**src/rtl/ct_f_spsram_256x84_ctrl.sv**
```systemverilog
// ---------------------------------------------------------------------------
// ct_f_spsram_256x84_ctrl
//   Request front-end for a 256x84 single-port SRAM. Read/write requests enter
//   on a valid/ready port and are turned into registered SRAM pin activity
//   (A/CEN/GWEN/WEN/D). Read data from Q is collected into an in-order response
//   FIFO. The whole array is zero-cleared after reset (INIT_EN=1) and again
//   whenever init_req is raised while running.
//
// Ports
//   forever_cpuclk, cpurst_b   clock, asynchronous active-low reset
//   init_req / init_done       array clear request (level) / block cleared and in RUN
//   req_*                      request port: valid/ready, wr, idx, half enables, wdata
//   rsp_*                      response port: valid/ready, read data (FIFO head)
//   sram_a/cen/gwen/wen/d      registered SRAM controls (all active low except A/D)
//   sram_q                     SRAM read data, valid two cycles after acceptance
// ---------------------------------------------------------------------------
module ct_f_spsram_256x84_ctrl #(
  parameter int ADDR_WIDTH = 8,
  parameter int DATA_WIDTH = 84,
  parameter int RSP_DEPTH  = 4,
  parameter int INIT_EN    = 1
) (
  input  logic                  forever_cpuclk,
  input  logic                  cpurst_b,
  input  logic                  init_req,
  output logic                  init_done,
  input  logic                  req_vld,
  output logic                  req_rdy,
  input  logic                  req_wr,
  input  logic [ADDR_WIDTH-1:0] req_idx,
  input  logic [1:0]            req_be,
  input  logic [DATA_WIDTH-1:0] req_wdata,
  output logic                  rsp_vld,
  input  logic                  rsp_rdy,
  output logic [DATA_WIDTH-1:0] rsp_rdata,
  output logic [ADDR_WIDTH-1:0] sram_a,
  output logic                  sram_cen,
  output logic                  sram_gwen,
  output logic [DATA_WIDTH-1:0] sram_wen,
  output logic [DATA_WIDTH-1:0] sram_d,
  input  logic [DATA_WIDTH-1:0] sram_q
);

  localparam int HALF = DATA_WIDTH / 2;
  localparam int PW   = (RSP_DEPTH > 1) ? $clog2(RSP_DEPTH) : 1;
  localparam int CW   = $clog2(RSP_DEPTH + 1);
  localparam int OW   = $clog2(RSP_DEPTH + 3);

  typedef enum logic {
    ST_INIT = 1'b0,
    ST_RUN  = 1'b1
  } state_t;

  state_t                r_state;
  logic [ADDR_WIDTH-1:0] r_cnt;
  logic                  r_init_done;

  logic [ADDR_WIDTH-1:0] r_sram_a;
  logic                  r_sram_cen;
  logic                  r_sram_gwen;
  logic [DATA_WIDTH-1:0] r_sram_wen;
  logic [DATA_WIDTH-1:0] r_sram_d;

  // Read tracking: p1 = SRAM access cycle, p2 = Q valid cycle (FIFO push).
  logic                  r_rd_p1;
  logic                  r_rd_p2;

  logic [DATA_WIDTH-1:0] r_fifo [RSP_DEPTH];
  logic [PW-1:0]         r_wptr;
  logic [PW-1:0]         r_rptr;
  logic [CW-1:0]         r_fcnt;

  logic [OW-1:0]         w_occ;
  logic                  w_accept;
  logic                  w_push;
  logic                  w_pop;
  logic                  w_idle_rd;

  // Credit: buffered responses plus reads that will still land in the FIFO.
  assign w_occ     = OW'(r_fcnt) + OW'(r_rd_p1) + OW'(r_rd_p2);
  assign req_rdy   = r_init_done & (r_state == ST_RUN) & ~init_req & (w_occ < OW'(RSP_DEPTH));
  assign w_accept  = req_vld & req_rdy;
  assign w_push    = r_rd_p2;
  assign w_pop     = rsp_vld & rsp_rdy;
  assign w_idle_rd = ~r_rd_p1 & ~r_rd_p2;

  assign init_done = r_init_done;
  assign rsp_vld   = (r_fcnt != '0);
  assign rsp_rdata = r_fifo[r_rptr];
  assign sram_a    = r_sram_a;
  assign sram_cen  = r_sram_cen;
  assign sram_gwen = r_sram_gwen;
  assign sram_wen  = r_sram_wen;
  assign sram_d    = r_sram_d;

  // Control FSM and registered SRAM pins.
  // NOTE: sequential state uses non-blocking assignments only, so every flop
  // samples the pre-edge values regardless of statement order.
  always_ff @(posedge forever_cpuclk or negedge cpurst_b) begin
    if (!cpurst_b) begin
      if (INIT_EN != 0) r_state <= ST_INIT;
      else              r_state <= ST_RUN;
      r_cnt       <= '0;
      r_init_done <= 1'b0;
      r_sram_a    <= '0;
      r_sram_cen  <= 1'b1;
      r_sram_gwen <= 1'b1;
      r_sram_wen  <= '1;
      r_sram_d    <= '0;
      r_rd_p1     <= 1'b0;
      r_rd_p2     <= 1'b0;
    end else begin
      r_rd_p1 <= w_accept & ~req_wr;
      r_rd_p2 <= r_rd_p1;

      // Idle access by default; A and D keep their last values.
      r_sram_cen  <= 1'b1;
      r_sram_gwen <= 1'b1;
      r_sram_wen  <= '1;

      case (r_state)
        ST_INIT: begin
          r_sram_a    <= r_cnt;
          r_sram_d    <= '0;
          r_sram_wen  <= '0;
          r_sram_gwen <= 1'b0;
          r_sram_cen  <= 1'b0;
          if (r_cnt == '1) begin
            r_state     <= ST_RUN;
            r_init_done <= 1'b1;
          end else begin
            r_cnt <= r_cnt + 1'b1;
          end
        end

        ST_RUN: begin
          r_init_done <= 1'b1;
          if (w_accept) begin
            r_sram_a   <= req_idx;
            r_sram_cen <= 1'b0;
            if (req_wr) begin
              r_sram_gwen <= 1'b0;
              r_sram_d    <= req_wdata;
              r_sram_wen  <= {~{(DATA_WIDTH - HALF){req_be[1]}}, ~{HALF{req_be[0]}}};
            end
          end else if (init_req && w_idle_rd) begin
            // Re-clear only once no read can still push into the FIFO.
            r_state     <= ST_INIT;
            r_cnt       <= '0;
            r_init_done <= 1'b0;
          end
        end

        default: r_state <= ST_INIT;
      endcase
    end
  end

  // Response FIFO pointers and occupancy.
  always_ff @(posedge forever_cpuclk or negedge cpurst_b) begin
    if (!cpurst_b) begin
      r_wptr <= '0;
      r_rptr <= '0;
      r_fcnt <= '0;
    end else begin
      if (w_push) r_wptr <= (r_wptr == PW'(RSP_DEPTH - 1)) ? '0 : r_wptr + PW'(1);
      if (w_pop)  r_rptr <= (r_rptr == PW'(RSP_DEPTH - 1)) ? '0 : r_rptr + PW'(1);
      case ({w_push, w_pop})
        2'b10:   r_fcnt <= r_fcnt + CW'(1);
        2'b01:   r_fcnt <= r_fcnt - CW'(1);
        default: r_fcnt <= r_fcnt;
      endcase
    end
  end

  // NOTE: FIFO storage has no reset; entries are only observed once the
  // occupancy count says they were written.
  always_ff @(posedge forever_cpuclk) begin
    if (w_push) r_fifo[r_wptr] <= sram_q;
  end

endmodule
```
**config.mk**
```make
export PLATFORM = sky130hd
export DESIGN_NAME = ct_f_spsram_256x84_ctrl
export DESIGN_NICKNAME = d
export VERILOG_FILES = /design/src/rtl/ct_f_spsram_256x84_ctrl.sv
export SDC_FILE = /design/constraint.sdc
export NUM_CORES = 1
export LEC_CHECK = 0
export ABC_AREA = 1
export CORE_UTILIZATION = 45
export DETAILED_ROUTE_END_ITERATION = 8
export PLACE_DENSITY = 0.8
export RECOVER_POWER = 50
export REMOVE_ABC_BUFFERS = 1
export SYNTH_ARGS = -nofsm -noshare
export SYNTH_HDL_FRONTEND = slang
export SYNTH_SLANG_ARGS = --single-unit
```
**constraint.sdc**
```tcl
create_clock -name forever_cpuclk -period 2.8 [get_ports forever_cpuclk]
set_clock_uncertainty 0.1 [all_clocks]
set_input_delay 0.56 -clock forever_cpuclk [delete_from_list [all_inputs] [get_ports forever_cpuclk]]
set_output_delay 0.56 -clock forever_cpuclk [all_outputs]
set_load 0.005 [all_outputs]
```
==> results.json, run 1 <==
{
  "status": "completed",
  "crit_chain": "buf_12 > buf_12 > buf_16 > buf_12 > buf_6 > nor2_4 > o22ai_2 > buf_2",
  "end_kind": "output port",
  "start_util_pct": 45.6,
  "first_iter_violations": 1020,
  "reg2reg_depth": 5,
  "cp.required_ns": 2.14,
  "synth_edf_count": 336,
  "rsz0062_at_grt": "yes",
  "ir_drop_v": 0.000504,
  "ys_warn_count": 0,
  "path_clk_slew_ns": 0.06,
  "overflow": 0,
  "crit_slowest_cell": "dfrtp_4",
  "postSynthCellCount": 1522,
  "cp.depth": 8,
  "clkLatencyLatePin_ns": 0.56,
  "finalWirelength_um": 51000,
  "grt_pass1_wl_um": 77100,
  "grt_pass1_vias": 13300,
  "start_kind": "flip-flop",
  "synth_top_flop_cell": "edfxtp_1",
  "path_max_fanout": 7,
  "cts_tree": "built",
  "gp_congestion": 0.821,
  "path_delay_family": "buffers and inverters",
  "period_share_pct": 99.3,
  "power_uw": 20800,
  "critPathBufInv": 6,
  "seq_area_frac_synth_pct": 71.6,
  "drv_slew": 0,
  "cts_buffer_depth": 3,
  "io_pins": 449,
  "core_um2": 39700,
  "fmax_ghz": 0.360,
  "portBuffers": 448,
  "holdWs_ns": 0.307,
  "die_h_um": 203,
  "crit_arrival_ns": 2.12,
  "num_vias": 13300,
  "drive_gt1_share_pct": 13.4,
  "cts_sinks": 451,
  "finalNonFillerCells": 2483,
  "cap_violations": 0,
  "cts-buffers-inserted": 45,
  "tightestPinTransition_ns": 1.10,
  "ys_ff_latch": 451,
  "antenna_found_initial": 8,
  "ys_types": 27,
  "htreeDepth": 2,
  "synthArstFlopShare_pct": 25.5,
  "drc": 0,
  "max_slew_margin_pct": 26.9,
  "dieArea_um2": 41100,
  "areaGrowthSynthToFinish_pct": 37.2,
  "final_util_pct": 62.6,
  "vias_per_cell": 5.35,
  "grt_max_degree": 81,
  "path_class": "flip-flop to output port",
  "power_density_nw_per_um2": 838,
  "grt_usage_pct": 24.7,
  "clockRootBuffer": "clkbuf_16",
  "max_stage_delay_ns": 0.54,
  "avgSynthCellArea_um2": 11.9,
  "hold_path_class": "flip-flop to flip-flop",
  "dr.pass1.iters": 9,
  "wl_per_cell_um": 20.6,
  "syn_area_um2": 18100,
  "die_w_um": 203,
  "dp.cells": 2355,
  "ant_nets": 0,
  "post-dp-hpwl_um": 29800,
  "hold_viol": 0,
  "num_rows": 73,
  "holdPathStages": 0,
  "p_leak_uw": 0.00974,
  "fin_nets": 2101,
  "post-route-min-period_ns": 2.78,
  "cp_common_cell": "buf_12",
  "finalSetupViolations": 0
}
## placed cells by master (no fill, tap or decap), drive strengths merged, types with 2 or more instances in the layout
master	instances
edfxtp	336
clkdlybuf4s50	278
nand2	234
o21ai	193
nor2	179
nand3	126
dfrtp	111
buf	86
dlygate4sd3	85
o22ai	85
clkbuf	76
inv	58
dlygate4sd2	25
clkdlybuf4s15	20
clkinv	18
diode	13
ha	8
bufbuf	4
dfstp	4
a21oi	3
bufinv	3
clkinvlp	3
nand4	2
nor3	2
## state kept, by name (all words and copies together) (netlist names)
name and count:
r_rptr 2, r_cnt 8, init_done 1, r_fcnt 3, sram_cen 1, r_wptr 2, r_state 1, sram_gwen 1
sram_a 8, sram_d 84, r_rd_p1 1, r_fifo 336, r_rd_p2 1, sram_wen 2
## Yosys cell counts, types with 2 or more instances
cell type | number | area, µm²
nor2_1 | 178 | 668
buf_6 | 6 | 67.6
nor3_1 | 2 | 10.0
inv_2 | 7 | 26.3
o22ai_1 | 85 | 532
buf_2 | 21 | 105
nand3_1 | 125 | 626
nand4_1 | 2 | 12.5
ha_1 | 8 | 100
dfrtp_1 | 111 | 2780
buf_1 | 2 | 7.51
inv_1 | 50 | 188
a21oi_1 | 3 | 15.0
clkbuf_1 | 59 | 221
o21ai_1 | 7 | 35.0
nand2_1 | 234 | 878
o21ai_0 | 186 | 931
buf_4 | 89 | 668
dfstp_2 | 4 | 105
edfxtp_1 | 336 | 10100
## per-layer routing
metal  GRT usage (%)  wire, µm  vias up
li1                -         -     6052
met1            30.8     19300     6493
met2            42.2     25700      641
met3            6.36      4760       97
met4            7.41      1220        4
met5               0        24        -
## cell families (layout without fill, tap and decap cells)
group,count (synthesis),count (layout),synth area share (%)
adders and majority gates,9,9,0.663
DFF,451,451,71.6
other,0,13,0
AOI/OAI and AO/OA,281,281,8.34
xor gates and xnor gates,2,2,0.0966
and+or+nand+nor,545,545,12.3
buffers and inverters,234,657,7.08
## metrics by stage
stage               setup WS (ns)  area (µm²)  setup TNS, ns
floorplan                   -2.64       17100        -406.25
global placement            0.190       22700              0
detailed placement          0.203       22700              0
CTS                        -0.154       24700         -0.455
global route              -0.0490       24800         -0.254
finish                     0.0194       24900              0
## timing repair
item | in CTS | in global routing
setup buffers | 17 | 0
setup endpoints to repair | 169 | 56
hold endpoints to repair | 39 | 0
gates resized for setup | 272 | 100
cloned | 13 | 0
hold buffers | 1 | 0
pin swaps | 24 | 10
## power by group
group / switching, µW / total (µW) / internal, µW / leakage [µW]
clock: 2520 / 5970 / 3450 / 0.000726
sequential: 188 / 7570 / 7390 / 0.00456
combinational: 3810 / 7290 / 3480 / 0.00445
total: 6520 / 20800 / 14300 / 0.00974
## cell type report
cell class	instances	area, µm²
multi-input cells	837	4150
clock buffers	60	1260
repair inverters	1	6.26
well taps	525	657
flip-flops and latches	451	13000
diodes	13	32.5
repair buffers	515	5360
inverters	57	226
fillers	2896	14900
clock inverters	24	200
## path summary, 6_finish.rpt
check / startpoint / to / slack (ns)
max: r_rptr[0] / rsp_rdata[31] / 0.02
min reg2reg: r_rd_p1 / r_rd_p2 / 0.31
min: r_rd_p1 / r_rd_p2 / 0.31
min in group asynchronous: cpurst_b / sram_d[48] / 0.66
max in group asynchronous: cpurst_b / sram_d[36] / 0.44
max reg2reg: r_wptr[0] / r_fifo[2][30] / 0.47
(Power assumes the default switching activity.)
==> run 2, diff against run 1 <==
--- a/config.mk
+++ b/config.mk
@@ -6,6 +6,7 @@
 export NUM_CORES = 1
 export LEC_CHECK = 0
 export ABC_AREA = 1
+export CORE_MARGIN = 2
 export CORE_UTILIZATION = 45
 export DETAILED_ROUTE_END_ITERATION = 8
 export PLACE_DENSITY = 0.8
==> run 2 against run 1 <==
Compared with the run above:
- final cell count is 0.16% lower
- die area is 2.0% higher
- highest routed layer unchanged
- combinational power is 7.0% lower
- design area is 0.62% lower
- critical path type unchanged
- global-route usage is 1.9 points lower
- non-clock buffer count is 13 lower
- critical path depth is 1 lower
- largest power group unchanged
==> results.json, run 2 (synthesis results as in run 1) <==
{
  "status": "completed",
  "drv_slew": 0,
  "layout_setup_ws_ns": 0.0219,
  "fillers": 2967,
  "pre_cts_ws_ns": 0.0765,
  "drive_gt1_share_pct": 8.70,
  "hold_path_class": "flip-flop to flip-flop",
  "start_kind": "flip-flop",
  "grt_use_met3_pct": 6.11,
  "period_share_pct": 99.2,
  "regMostFlops": "r_fifo",
  "grt_pass1_vias": 12900,
  "cts_sinks": 451,
  "first_iter_violations": 748,
  "hp-start": "r_rd_p1",
  "fin_setup_tns_ns": 0,
  "grt_usage_pct": 22.8,
  "final_util_pct": 62.2,
  "core_um2": 39700,
  "post-dp-hpwl_um": 29700,
  "fmax_ghz": 0.360,
  "num_vias": 13100,
  "final_cell_mix": "edfxtp_1, clkdlybuf4s50_1, nand2_1, nor2_1, o21ai_0",
  "drc": 0,
  "overflow": 0,
  "grt_pass1_wl_um": 73100,
  "dr.pass1.iters": 5,
  "gp_congestion": 0.782,
  "final_common_cell": "edfxtp_1",
  "cts_buffer_depth": 3,
  "r2r_setup_slack_ns": 0.59,
  "min_to": "r_rd_p2",
  "clockRootBuffer": "clkbuf_16",
  "finalWirelength_um": 50200,
  "rsz0062_at_grt": "yes",
  "vias_per_cell": 5.27,
  "p_leak_uw": 0.00982,
  "path_class": "flip-flop to output port",
  "r2r_start": "r_fcnt[1]",
  "regToRegEndpoint": "r_fcnt[2]",
  "path_max_fanout": 14,
  "reg2reg_depth": 9,
  "io_pins": 449,
  "antenna_found_initial": 11,
  "cap_violations": 0,
  "cp.required_ns": 2.14,
  "cts-buffers-inserted": 46,
  "largest_reg_flops": 336,
  "htreeDepth": 2,
  "met1_usage_pct": 28.5,
  "regArea_um2": 13000,
  "num_rows": 73,
  "portBuffers": 448,
  "clkLatencyLatePin_ns": 0.56,
  "wl_per_cell_um": 20.3,
  "path_clk_slew_ns": 0.06,
  "holdPathStages": 0,
  "fin_nets": 2089,
  "dp.cells": 2348,
  "crit_arrival_ns": 2.12,
  "ir_drop_v": 0.000452,
  "finalSetupViolations": 0,
  "power_density_nw_per_um2": 825,
  "post-route-min-period_ns": 2.78,
  "finalNonFillerCells": 2479,
  "die_h_um": 205,
  "ant_nets": 0,
  "grt_max_degree": 133,
  "hold_viol": 0,
  "max_slew_margin_pct": 7.65,
  "end_kind": "output port",
  "start_util_pct": 45.6,
  "busiest_layer": "met2",
  "areaGrowthSynthToFinish_pct": 36.4,
  "dieArea_um2": 41900,
  "multi_input_area_um2": 3930,
  "die_w_um": 205,
  "cts_tree": "built",
  "grtUsageMet2_pct": 38.2,
  "tightestPinTransition_ns": 1.39
}
[run 2: routing by layer]
metal | wire [µm] | up-vias
met5 | 13 | -
met4 | 1210 | 2
met3 | 4770 | 80
met2 | 24800 | 564
met1 | 19400 | 6400
li1 | - | 6021
[run 2: repair_timing]
action / 4_1_cts / 5_1_grt
endpoints found under the hold margin: 28 / 0
gates cloned: 9 / 5
resized for setup: 93 / 97
buffers inserted: 7 / 3
pin swaps: 7 / 17
setup endpoints to repair: 169 / 49
hold buffers: 1 / 0
[run 2: how the worst max path moves through the flow]
| stage | startpoint | to | slack [ns] | depth (start not counted) |
|---|---|---|---|---|
| floorplan | r_rptr[0] | rsp_rdata[0] | -2.64 | 3 |
| global placement | init_req | req_rdy | 0.03 | 5 |
| detailed placement | init_req | req_rdy | 0.08 | 5 |
| CTS | r_rptr[0] | rsp_rdata[42] | -0.21 | 5 |
| global route | r_rptr[0] | rsp_rdata[21] | -0.07 | 7 |
| finish | r_rptr[0] | rsp_rdata[0] | 0.02 | 7 |
[run 2: cell type report]
| type | count | area share, % |
|---|---|---|
| sequential | 451 | 52.5 |
| timing repair buffer | 502 | 21.6 |
| multi-input combinational | 837 | 15.9 |
| clock buffer | 66 | 5.39 |
| tap | 525 | 2.66 |
| inverter | 57 | 0.946 |
| clock inverter | 18 | 0.693 |
| antenna | 22 | 0.223 |
| timing repair inverter | 1 | 0.0658 |
[run 2: through the flow]
| step | total power [µW] | hold WS (ns) | instance area (µm²) |
|---|---|---|---|
| detailed placement | 13800 | 0.296 | 22700 |
| global route | 21300 | 0.333 | 24700 |
| finish | 20400 | 0.309 | 24700 |
| CTS | 20300 | 0.310 | 24500 |
| global placement | 13600 | 0.285 | 22700 |
| floorplan | 10000 | 0.164 | 17100 |
[run 2: where the power goes]
part | switching (µW) | leakage (µW) | internal (µW)
Sequential | 193 | 0.00456 | 7390
Combinational | 3540 | 0.00453 | 3230
Clock | 2450 | 0.000726 | 3590
[run 2: worst max-delay path, stage by stage, from the launching register on]
cell,delay [ns]
dfrtp_4,0.55
buf_12,0.16
buf_12,0.14
clkinv_8,0.08
buf_16,0.14
nor2_1,0.04
o22ai_1,0.15
dlygate4sd2_1,0.29
